==> config.mk <==
export PLATFORM = sky130hd
export DESIGN_NAME = fc_readout_capture
export DESIGN_NICKNAME = d
export VERILOG_FILES = /design/src/rtl/fc_readout_capture.sv
export SDC_FILE = /design/constraint.sdc
export NUM_CORES = 1
export LEC_CHECK = 0
export BUFFER_PORTS_ARGS = -buffer_cell sky130_fd_sc_hd__buf_2
export CAP_MARGIN = 10
export CORE_MARGIN = 4
export CORE_UTILIZATION = 66
export CTS_CLUSTER_SIZE = 20
export DETAILED_ROUTE_END_ITERATION = 6
export GPL_ROUTABILITY_DRIVEN = 0
export PLACE_DENSITY = 0.85
export SLEW_MARGIN = 20
export SYNTH_ARGS = -nofsm -noshare
export SYNTH_HDL_FRONTEND = slang
export SYNTH_SLANG_ARGS = --single-unit
==> constraint.sdc <==
create_clock -name CLK -period 6.3 [get_ports CLK]
set_input_delay 0.63 -clock CLK [delete_from_list [all_inputs] [get_ports CLK]]
set_output_delay 0.63 -clock CLK [all_outputs]
set_load 0.01 [all_outputs]
==> src/rtl/fc_readout_capture.sv <==
// Deserialises FC result rows read back over SRAMDOUT into a small row buffer.
// Tracks the signed argmax across a frame and reports it once the last row lands.
module fc_readout_capture #(
    parameter int WIDTH    = 32,
    parameter int NUM_ROWS = 8,
    parameter int LEAD     = 1,
    localparam int RW      = (NUM_ROWS > 1) ? $clog2(NUM_ROWS) : 1,
    localparam int CW      = $clog2(WIDTH + LEAD) + 1
) (
    input  logic             CLK,
    input  logic             RST_N,
    input  logic             CLR,
    input  logic             TRIGGER,
    input  logic             SDOUT,
    input  logic [RW-1:0]    RD_ADDR,
    output logic [WIDTH-1:0] RD_DATA,
    output logic [RW-1:0]    CLASS_IDX,
    output logic [WIDTH-1:0] MAX_SCORE,
    output logic             RESULT_VALID,
    output logic             BUSY,
    output logic             ERR,
    output logic [2:0]       STATE_DBG
);

    typedef enum logic [2:0] {
        S_IDLE   = 3'd0,
        S_SKIP   = 3'd1,
        S_SHIFT  = 3'd2,
        S_STORE  = 3'd3,
        S_WAITLO = 3'd4
    } state_t;

    // bitcnt counts samples taken since the rising edge, the rise cycle itself being sample 0.
    localparam int SKIP_LAST = (LEAD > 1) ? LEAD - 1 : 0;
    localparam int SHIFT_LAST = LEAD + WIDTH - 1;
    localparam logic [RW-1:0] LAST_ROW = RW'(NUM_ROWS - 1);

    state_t           state_q, state_d;
    logic [CW-1:0]    bitcnt_q, bitcnt_d;
    logic [RW-1:0]    row_q, row_d;
    logic [WIDTH-1:0] sr_q, sr_d;
    logic             trig_q, trig_d;
    logic             err_q, err_d;
    logic [WIDTH-1:0] max_q, max_d;
    logic [RW-1:0]    idx_q, idx_d;
    logic             pend_q, pend_d;
    logic [RW-1:0]    class_q, class_d;
    logic [WIDTH-1:0] score_q, score_d;
    logic             valid_q, valid_d;
    logic [WIDTH-1:0] rd_q, rd_d;
    logic [WIDTH-1:0] row_buf_q [NUM_ROWS];
    logic [WIDTH-1:0] row_buf_d [NUM_ROWS];
    logic             rise, fall;

    always_comb begin
        state_d   = state_q;
        bitcnt_d  = bitcnt_q;
        row_d     = row_q;
        sr_d      = sr_q;
        err_d     = err_q;
        max_d     = max_q;
        idx_d     = idx_q;
        pend_d    = 1'b0;
        class_d   = class_q;
        score_d   = score_q;
        valid_d   = 1'b0;
        row_buf_d = row_buf_q;
        trig_d    = TRIGGER;
        rise      = TRIGGER & ~trig_q;
        fall      = ~TRIGGER & trig_q;
        // Reading the pre-write array makes a same-address read during STORE return the old word.
        rd_d      = row_buf_q[RD_ADDR];

        if (pend_q) begin
            class_d = idx_q;
            score_d = max_q;
            valid_d = 1'b1;
        end

        if (CLR) begin
            state_d  = S_IDLE;
            row_d    = '0;
            err_d    = 1'b0;
            bitcnt_d = '0;
        end else begin
            case (state_q)
                S_IDLE: begin
                    if (rise) begin
                        bitcnt_d = CW'(1);
                        if (LEAD == 0) begin
                            sr_d    = {sr_q[WIDTH-2:0], SDOUT};
                            state_d = S_SHIFT;
                        end else if (LEAD == 1) begin
                            state_d = S_SHIFT;
                        end else begin
                            state_d = S_SKIP;
                        end
                    end
                end
                S_SKIP: begin
                    if (fall) begin
                        err_d    = 1'b1;
                        bitcnt_d = '0;
                        state_d  = S_IDLE;
                    end else begin
                        bitcnt_d = bitcnt_q + CW'(1);
                        if (bitcnt_q == CW'(SKIP_LAST)) state_d = S_SHIFT;
                    end
                end
                S_SHIFT: begin
                    if (fall) begin
                        err_d    = 1'b1;
                        bitcnt_d = '0;
                        state_d  = S_IDLE;
                    end else begin
                        sr_d     = {sr_q[WIDTH-2:0], SDOUT};
                        bitcnt_d = bitcnt_q + CW'(1);
                        if (bitcnt_q == CW'(SHIFT_LAST)) state_d = S_STORE;
                    end
                end
                S_STORE: begin
                    row_buf_d[row_q] = sr_q;
                    // Strict greater-than keeps the lower index on ties.
                    if ((row_q == '0) || ($signed(sr_q) > $signed(max_q))) begin
                        max_d = sr_q;
                        idx_d = row_q;
                    end
                    if (row_q == LAST_ROW) begin
                        pend_d = 1'b1;
                        row_d  = '0;
                    end else begin
                        row_d = row_q + RW'(1);
                    end
                    bitcnt_d = '0;
                    state_d  = S_WAITLO;
                end
                S_WAITLO: begin
                    if (!TRIGGER) state_d = S_IDLE;
                end
                default: state_d = S_IDLE;
            endcase
        end
    end

    always_ff @(posedge CLK or negedge RST_N) begin
        if (!RST_N) begin
            state_q  <= S_IDLE;
            bitcnt_q <= '0;
            row_q    <= '0;
            sr_q     <= '0;
            trig_q   <= 1'b0;
            err_q    <= 1'b0;
            max_q    <= '0;
            idx_q    <= '0;
            pend_q   <= 1'b0;
            class_q  <= '0;
            score_q  <= '0;
            valid_q  <= 1'b0;
            rd_q     <= '0;
            for (int i = 0; i < NUM_ROWS; i++) row_buf_q[i] <= '0;
        end else begin
            state_q   <= state_d;
            bitcnt_q  <= bitcnt_d;
            row_q     <= row_d;
            sr_q      <= sr_d;
            trig_q    <= trig_d;
            err_q     <= err_d;
            max_q     <= max_d;
            idx_q     <= idx_d;
            pend_q    <= pend_d;
            class_q   <= class_d;
            score_q   <= score_d;
            valid_q   <= valid_d;
            rd_q      <= rd_d;
            row_buf_q <= row_buf_d;
        end
    end

    assign RD_DATA      = rd_q;
    assign CLASS_IDX    = class_q;
    assign MAX_SCORE    = score_q;
    assign RESULT_VALID = valid_q;
    assign BUSY         = (state_q != S_IDLE);
    assign ERR          = err_q;
    assign STATE_DBG    = state_q;

endmodule

Word-level counts from Yosys, hierarchy flattened
Index checks and enable logic that the tools add are counted.
W data, S select, Z words.

word-level totals
  flip-flop bits (word level) = 407
  logic and storage cells = 90
  output and inout bits = 73

operators by class
  magnitude comparators = 4
  reductions and logical operators = 17
  add/subtract/negate cells = 2
  multiplexer cells = 28
  bitwise operators = 8
  eq/ne operators = 10

operators by type and width
  operator               number
  $bwmux W256            1
  $bmux W32 S3           1
  $demux W32 S3          1
  $mux W32               3
  $gt A32 B32 Y1         1
  $mux W3                10
  $mux W7                3
  $pmux W7 S3            1
  $pmux W3 S5            1
  $ge A4 B4 Y1 const B   2
  $ne A4 B4 Y1 const B   2
  $not A3 Y4             2
  $add A7 B1 Y7 const B  1
  $eq A7 B6 Y1 const B   1
  $logic_not A7 Y1       1
  $mux W1                7
  $eq A3 B2 Y1 const B   2
  $eq A3 B3 Y1 const B   2
  $logic_not A3 Y1       2
  $ne A3 B3 Y1 const B   2
  $reduce_and A2 Y1      3
  $reduce_and A3 Y1      2
  $reduce_bool A2 Y1     3
  $lt A4 B1 Y1 const B   1
  other kinds (10)       14

Longest topological paths before layout
Gate-level depths: netlist (run 1).

  depth after elaboration = 6
  mapped depth = 9
  gate-level depth less buffers = 8

Least setup slack after synthesis (run 1)
Ideal clock, no wire load.

  kind = register to register
  from = register sr_q[31]
  to = register max_q[10]
  buffers on the path = 1
  setup slack = 3.886 ns
  required time = 6.175 ns
  arrival = 2.289 ns
  stages on the path, launching flop included = 9
  cells stage by stage = dfrtp_1 > ha_1 > nand4_2 > nor2_1 > a221oi_2 > nand4_1 > o221ai_4 > buf_6 > mux2_4

on the way
  word-level cells in the longest chain between the ends = 3

ends and longest elaborated chain
  what                                line  text
  start, declared                     41    logic [WIDTH-1:0] sr_q, sr_d;
  start signal, assigned              165   sr_q <= sr_d;
  $gt A32 B32 Y1                      124   if ((row_q == '0) || ($signed(sr_q) > $signed(max_q))) begin
  $logic_or A1 B1 Y1                  124
  $reduce_and A3 Y1 (no source line)  --
  end signal, assigned                168   max_q <= max_d;
  end, declared                       44    logic [WIDTH-1:0] max_q, max_d;

No other way between the ends.
A chain may end at the register's enable or synchronous reset.

Worst setup path in the final report (run 1)
  from = register sr_q[31]
  to = register max_q[0]

Same word-level chain as after synthesis.

==> summary.md, run 1 <==
| Metric | Value |
|---|---|
| Drt pass-1 iters | `4` |
| Layout cells sized above 1 | `0.485` |
| Num CTS Buffers | `42` |
| Post-placement cell area | `18600 µm²` |
| VDD IR max | `265 µV` |
| CTS clk-pin slew, worst paths | `about 60 ps` |
| Nets | `between 1000 and 1500` |
| Placed insts | `around 1500` |
| Final setup fails | `0` |
| Die ar. | `30000 µm²` |
| Final instance area | `20100 µm²` |
| Post-DP HPWL | `22900 µm` |
| GR Util All Layers | `0.264` |
| Final cell count without fillers | `1591` |
| Cell variety after synth | `54` |
| Most frequent cells in the layout | `406 x dfrtp_1, 339 x mux2_2, 78 x buf_2` |
| Routed wire per std cell | `24.2 µm` |
| Sink Count | `407` |
| Rows | `60` |
| Power per Cell Area | `279 nW/µm²` |
| First-pass GRT wire length | `62800 µm` |
| Period utilization | `0.560` |
| Reg2reg path depth | `8` |
| H-tree levels | `2` |
| Status | `complete, no violations` |
| Post-Syn Area | `18000 µm²` |
| Cells after Synth | `1171` |
| Vias in the first global route | `approximately 11000` |
| CP required | `about 6700 ps` |
| Placeable Area | `between 20000 and 30000 µm²` |
| Crit end category | `register` |
| Maximum clock path buffer count | `3` |
| Setup_tns | `0 ps` |
| GRT Residual Overflow | `0` |
| Post-CTS setup buffers | `0` |
| Post-synth EDFFs | `0` |
| CP Max Fanout | `20` |
| Max-Cap Viols | `0` |
| Layout Skew | `20.5 ps` |
| Largest net degree at the start of global routing | `around 170` |
| Register bit total from synthesis | `407` |
| Syn Nets | `1216` |
| Slew margin rel. | `0.224` |
| DRC | `0` |
| Mean Syn Cell Area | `15.4 µm²` |
| RSZ-0062 raised after global routing | `no` |
| Vias per inst | `approximately 6.3` |
| Final antenna diode count | `0` |
| Ports | `81` |
| Clock latency on the worst-skew pair | `540 ps` |
| Initial DRC Count | `784` |
| Dpl ws | `2880 ps` |
| Async SR Flop Fraction | `1.00` |
| Root Buffer | `clkbuf_16` |
| I/O Buffers | `80` |
| Die span in x | `173 µm` |
| Hold Crit Class | `in -> async` |
| Final worst slack | `2770 ps` |
| Initial antenna violation count | `0` |
| FILL cells | `1616` |
| Worst slew pin tran | `around 1200 ps` |
| Via Count | `10100` |
| Commonest non-fill, non-tap cell in the layout | `dfrtp_1` |
| Antenna Nets Post-Route | `0` |
| Leakage | `10.2 nW` |
| Syn-to-layout area delta | `11.3%` |
| CP Class | `reg -> reg` |
| Worst setup SP type | `register` |
| Worst path arrival time | `3950 ps` |
| Peak Freq | `283 MHz` |
| Post-synthesis sequential area ratio | `0.565` |
| WL final | `about 38000 µm` |
| CTS tree | `built` |
| Max Slew Vio Count | `0` |
| CTS-repair resized insts | `0` |
| CTS Hold Bufs | `0` |
| Initial core utilization | `0.670` |
| Final min period | `3530 ps` |
| Synth Flop Type | `dfrtp_1` |
| Hold Vio Cnt, Final | `0` |
| Yosys warning count | `0` |
| Die H | `173 µm` |
## cells by family (layout without fill, tap and decap cells)
family / Yosys count / count (layout) / synth area share
AO/OA/AOI/OAI: 58 / 58 / 0.0214
XOR/XNOR: 2 / 2 / 0.000972
adder cells (fa/ha/maj): 37 / 37 / 0.0257
buffers and inverters: 128 / 207 / 0.0294
flip-flops: 407 / 407 / 0.565
multiplexers: 452 / 452 / 0.329
AND/OR/NAND/NOR: 87 / 87 / 0.0287
## state kept, by name, summed over array words and instances (netlist names)
name / flops
row_buf_q: 256
MAX_SCORE: 32
RD_DATA: 32
max_q: 32
sr_q: 32
bitcnt_q: 7
CLASS_IDX: 3
STATE_DBG: 3
idx_q: 3
row_q: 3
ERR: 1
RESULT_VALID: 1
pend_q: 1
trig_q: 1
## critical path, cell delays in order, from the launching register on
cell and delay, ps:
dfrtp_1 490, ha_1 470, nand4_2 230, nor3_1 310, a2bb2oi_1 180, and2_1 230
o221ai_4 610, buf_4 500, mux2_2 380
## layer usage
| metal | GRT usage | part of all wire |
|---|---|---|
| met2 | 0.430 | 0.50 |
| met4 | 0.0858 | 0.031 |
| met3 | 0.0369 | 0.042 |
| met1 | 0.377 | 0.43 |
| met5 | 0 | 0 |
## metrics by stage
stage / util / power [W] / hold WS, ps
floorplan: - / 0.00296 / 334
global placement: 0.693 / 0.00309 / 457
detailed placement: 0.693 / 0.00310 / 471
CTS: 0.746 / 0.00564 / 127
global route: 0.746 / 0.00580 / 142
finish: 0.746 / 0.00560 / 76.3
## synthesized netlist by cell type (10+ instances only)
cell type    n  area (µm²)
clkbuf_1    61         229
mux2_2     339        3820
nor2_1      14        52.6
mux2_1      17         191
nand2_1     17        63.8
ha_1        37         463
nand4_1     10        62.6
o21ai_0     15        75.1
a21oi_1     20         100
mux4_2      64        1440
buf_2       22         110
mux2_4      30         450
dfrtp_1    407       10200
inv_1       37         139
## final cells by class
class / instances / area, µm² / share of cell area
sequential: 407 / 10200 / 0.508
multi-input combinational: 636 / 7330 / 0.365
clock buffer: 56 / 1160 / 0.0581
timing repair buffer: 98 / 568 / 0.0283
tap: 341 / 427 / 0.0213
clock inverter: 16 / 245 / 0.0122
inverter: 37 / 139 / 0.00692
## power breakdown
part / total [W] / internal, W / switching, W
Combinational: 0.000330 / 0.000133 / 0.000197
Sequential: 0.00273 / 0.00264 / 0.0000905
Clock: 0.00254 / 0.00154 / 0.000997
Total: 0.00560 / 0.00432 / 0.00128
## final timing paths
path | from | to | slack, ps
min in group CLK | TRIGGER | trig_q | 300
worst min register to register | row_buf_q[32] | row_buf_q[32] | 480
max in group asynchronous | RST_N | row_buf_q[80] | 4860
worst min-delay path | RST_N | row_buf_q[65] | 80
worst max register to register | sr_q[31] | max_q[0] | 2770
worst max-delay path | sr_q[31] | max_q[0] | 2770
No activity file was read; power rests on OpenSTA's default activity.
==> run 2: changes to the inputs <==
CORE_UTILIZATION = 56   (was 66)
PLACE_DENSITY = 0.76   (was 0.85)
clock period = 3.09 ns   (was 6.3 ns; I/O delays follow)
==> run 2 against run 1 <==
Cell area increased by 1.6%. Flip-flop and latch count did not move. Setup slack worse by 2700 ps. Highest routed layer unchanged. Combinational power up 140%.
==> summary.md, run 2 (synthesis gave the netlist of run 1 again) <==
| Metric | Value |
|---|---|
| Tot Pwr | `0.0113 W` |
| Root Buffer | `clkbuf_16` |
| Final min period | `3010 ps` |
| Vias per inst | `5.92` |
| Max Slew Vio Count | `0` |
| Crit end category | `register` |
| Critical hold path startpoint | `SDOUT` |
| First-pass GRT wire length | `just over 60000 µm` |
| Post-DP HPWL | `23100 µm` |
| Worst Hold End | `sr_q[0]` |
| CTS clk-pin slew, worst paths | `60 ps` |
| Drt pass-1 iters | `4` |
| Met2 WL | `18800 µm` |
| Peak Freq | `332 MHz` |
| Die H | `187 µm` |
| Commonest non-fill, non-tap cell in the layout | `dfrtp_1` |
| Worst slew pin tran | `998 ps` |
| Cells along the critical path | `ha_1 -> nand4_1 -> nor4_2 -> a31oi_1 -> o21bai_2 -> o221ai_4 -> buf_4 -> mux2_4` |
| Most frequent cells in the layout | `406 x dfrtp_1, 339 x mux2_2, 78 x buf_2` |
| DR top layer | `met4` |
| Ports | `81` |
| CP Max Fanout | `12` |
| Largest register FFs | `256` |
| CP required | `~3500 ps` |
| R2R Path End | `max_q[19]` |
| Layout cells sized above 1 | `0.491` |
| Setup_tns | `0 ps` |
| Status | `complete, no violations` |
| GR Util All Layers | `0.220` |
| H-tree levels | `2` |
| CP Class | `reg -> reg` |
| CTS-repair resized insts | `0` |
| Met3 WL | `1560 µm` |
| Sink Count | `407` |
| FILL cells | `about 2300` |
| Via Count | `just under 10000` |
| Routed wire per std cell | `22.6 µm` |
| Die ar. | `35100 µm²` |
| VDD IR max | `459 µV` |
| WL met1 | `16800 µm` |
| Worst setup SP type | `register` |
| Hold Crit Class | `in -> reg` |
| Post-CTS setup buffers | `0` |
| Worst path arrival time | `3420 ps` |
| Slew margin rel. | `0.335` |
| Hold Vio Cnt, Final | `0` |
| CTS tree | `built` |
| Final setup fails | `0` |
| I/O Buffers | `80` |
| Clock latency on the worst-skew pair | `530 ps` |
| Rows | `65` |
| Num CTS Buffers | `between 40 and 50` |
| GRT Residual Overflow | `0` |
| RSZ-0062 raised after global routing | `no` |
| Max-Cap Viols | `0` |
| Maximum clock path buffer count | `3` |
| Layout Skew | `13.3 ps` |
| Nets | `1293` |
| Vias in the first global route | `10700` |
| Reg with most FFs | `row_buf_q` |
| Reg-to-reg setup timing slack | `80 ps` |
| Initial DRC Count | `549` |
| FF+latch area | `10200 µm²` |
| DRC | `0` |
| Period utilization | `0.974` |
| Final antenna diode count | `0` |
| Dpl ws | `176 ps` |
| Multi-input logic area | `7330 µm²` |
| WL final | `37900 µm` |
| Reg2reg path depth | `8` |
| Die span in x | `187 µm` |
| Syn-to-layout area delta | `13.1%` |
| Critical path's largest stage delay | `between 500 and 600 ps` |
| Initial core utilization | `0.570` |
| CTS Hold Bufs | `2` |
| Reg-to-reg critical path startpoint | `sr_q[14]` |
| Final worst slack | `about 80 ps` |
| Power per Cell Area | `554 nW/µm²` |
| Largest net degree at the start of global routing | `98` |
| Slowest CP cell | `nor4_2` |
| Antenna Nets Post-Route | `0` |
| Hold depth | `2` |
| Initial antenna violation count | `0` |
| Placeable Area | `31600 µm²` |
| Leakage | `10.4 nW` |
-- run 2: cell types whose count changed in the layout (fill, tap and decap cells not counted), sizes merged --
| cell | delta |
|---|---|
| buf | +24 |
| clkinv | -1 |
| clkbuf | +6 |
| bufinv | -2 |
| dlygate4sd3 | +2 |
| clkinvlp | -3 |
-- run 2: power by group --
part           internal (W)  switching [W]
clock network       0.00303        0.00197
registers           0.00539       0.000105
logic              0.000318       0.000483
-- run 2: area by class of cell --
type / instances / share of cell area
clock buffers: 62 / 0.0592
clock inverters: 10 / 0.00755
inverters: 37 / 0.00682
multi-input cells: 636 / 0.360
flip-flops and latches: 407 / 0.500
well taps: 402 / 0.0247
repair buffers: 124 / 0.0422
-- run 2: stage by stage --
stage	cell area, µm²	instances	util	hold slack [ps]
2_1_floorplan	18000	1171	-	13.4
3_3_place_gp	19000	1604	0.600	411
3_5_place_dp	19000	1604	0.600	410
4_1_cts	20400	1678	0.644	3.85
5_1_grt	20400	1678	0.644	28.0
6_report	20400	1678	0.644	21.3
-- run 2: layer usage --
layer | vias to the layer above | global-route usage
met5 | - | 0
met1 | 5304 | 0.309
li1 | 4418 | -
met4 | 0 | 0.0486
met3 | 49 | 0.0315
met2 | 169 | 0.370
-- run 2: how the worst max path moves through the flow --
stage | startpoint | endpoint | slack [ps] | cells after the start
finish | sr_q[14] | max_q[19] | 80 | 8
global route | sr_q[19] | max_q[1] | 50 | 8
CTS | sr_q[14] | max_q[12] | 150 | 8
detailed placement | sr_q[14] | max_q[21] | 180 | 8
global placement | sr_q[14] | max_q[18] | 350 | 8
floorplan | sr_q[31] | max_q[10] | 680 | 8
-- run 2: worst max-delay path: cells and delay by family, from the launching register on --
kind / cells / cell delay (ps)
flip-flops: 1 / 500
multiplexers: 1 / 330
adder cells (fa/ha/maj): 1 / 380
AO/OA/AOI/OAI: 3 / 570
AND/OR/NAND/NOR: 2 / 790
buffers and inverters: 1 / 310
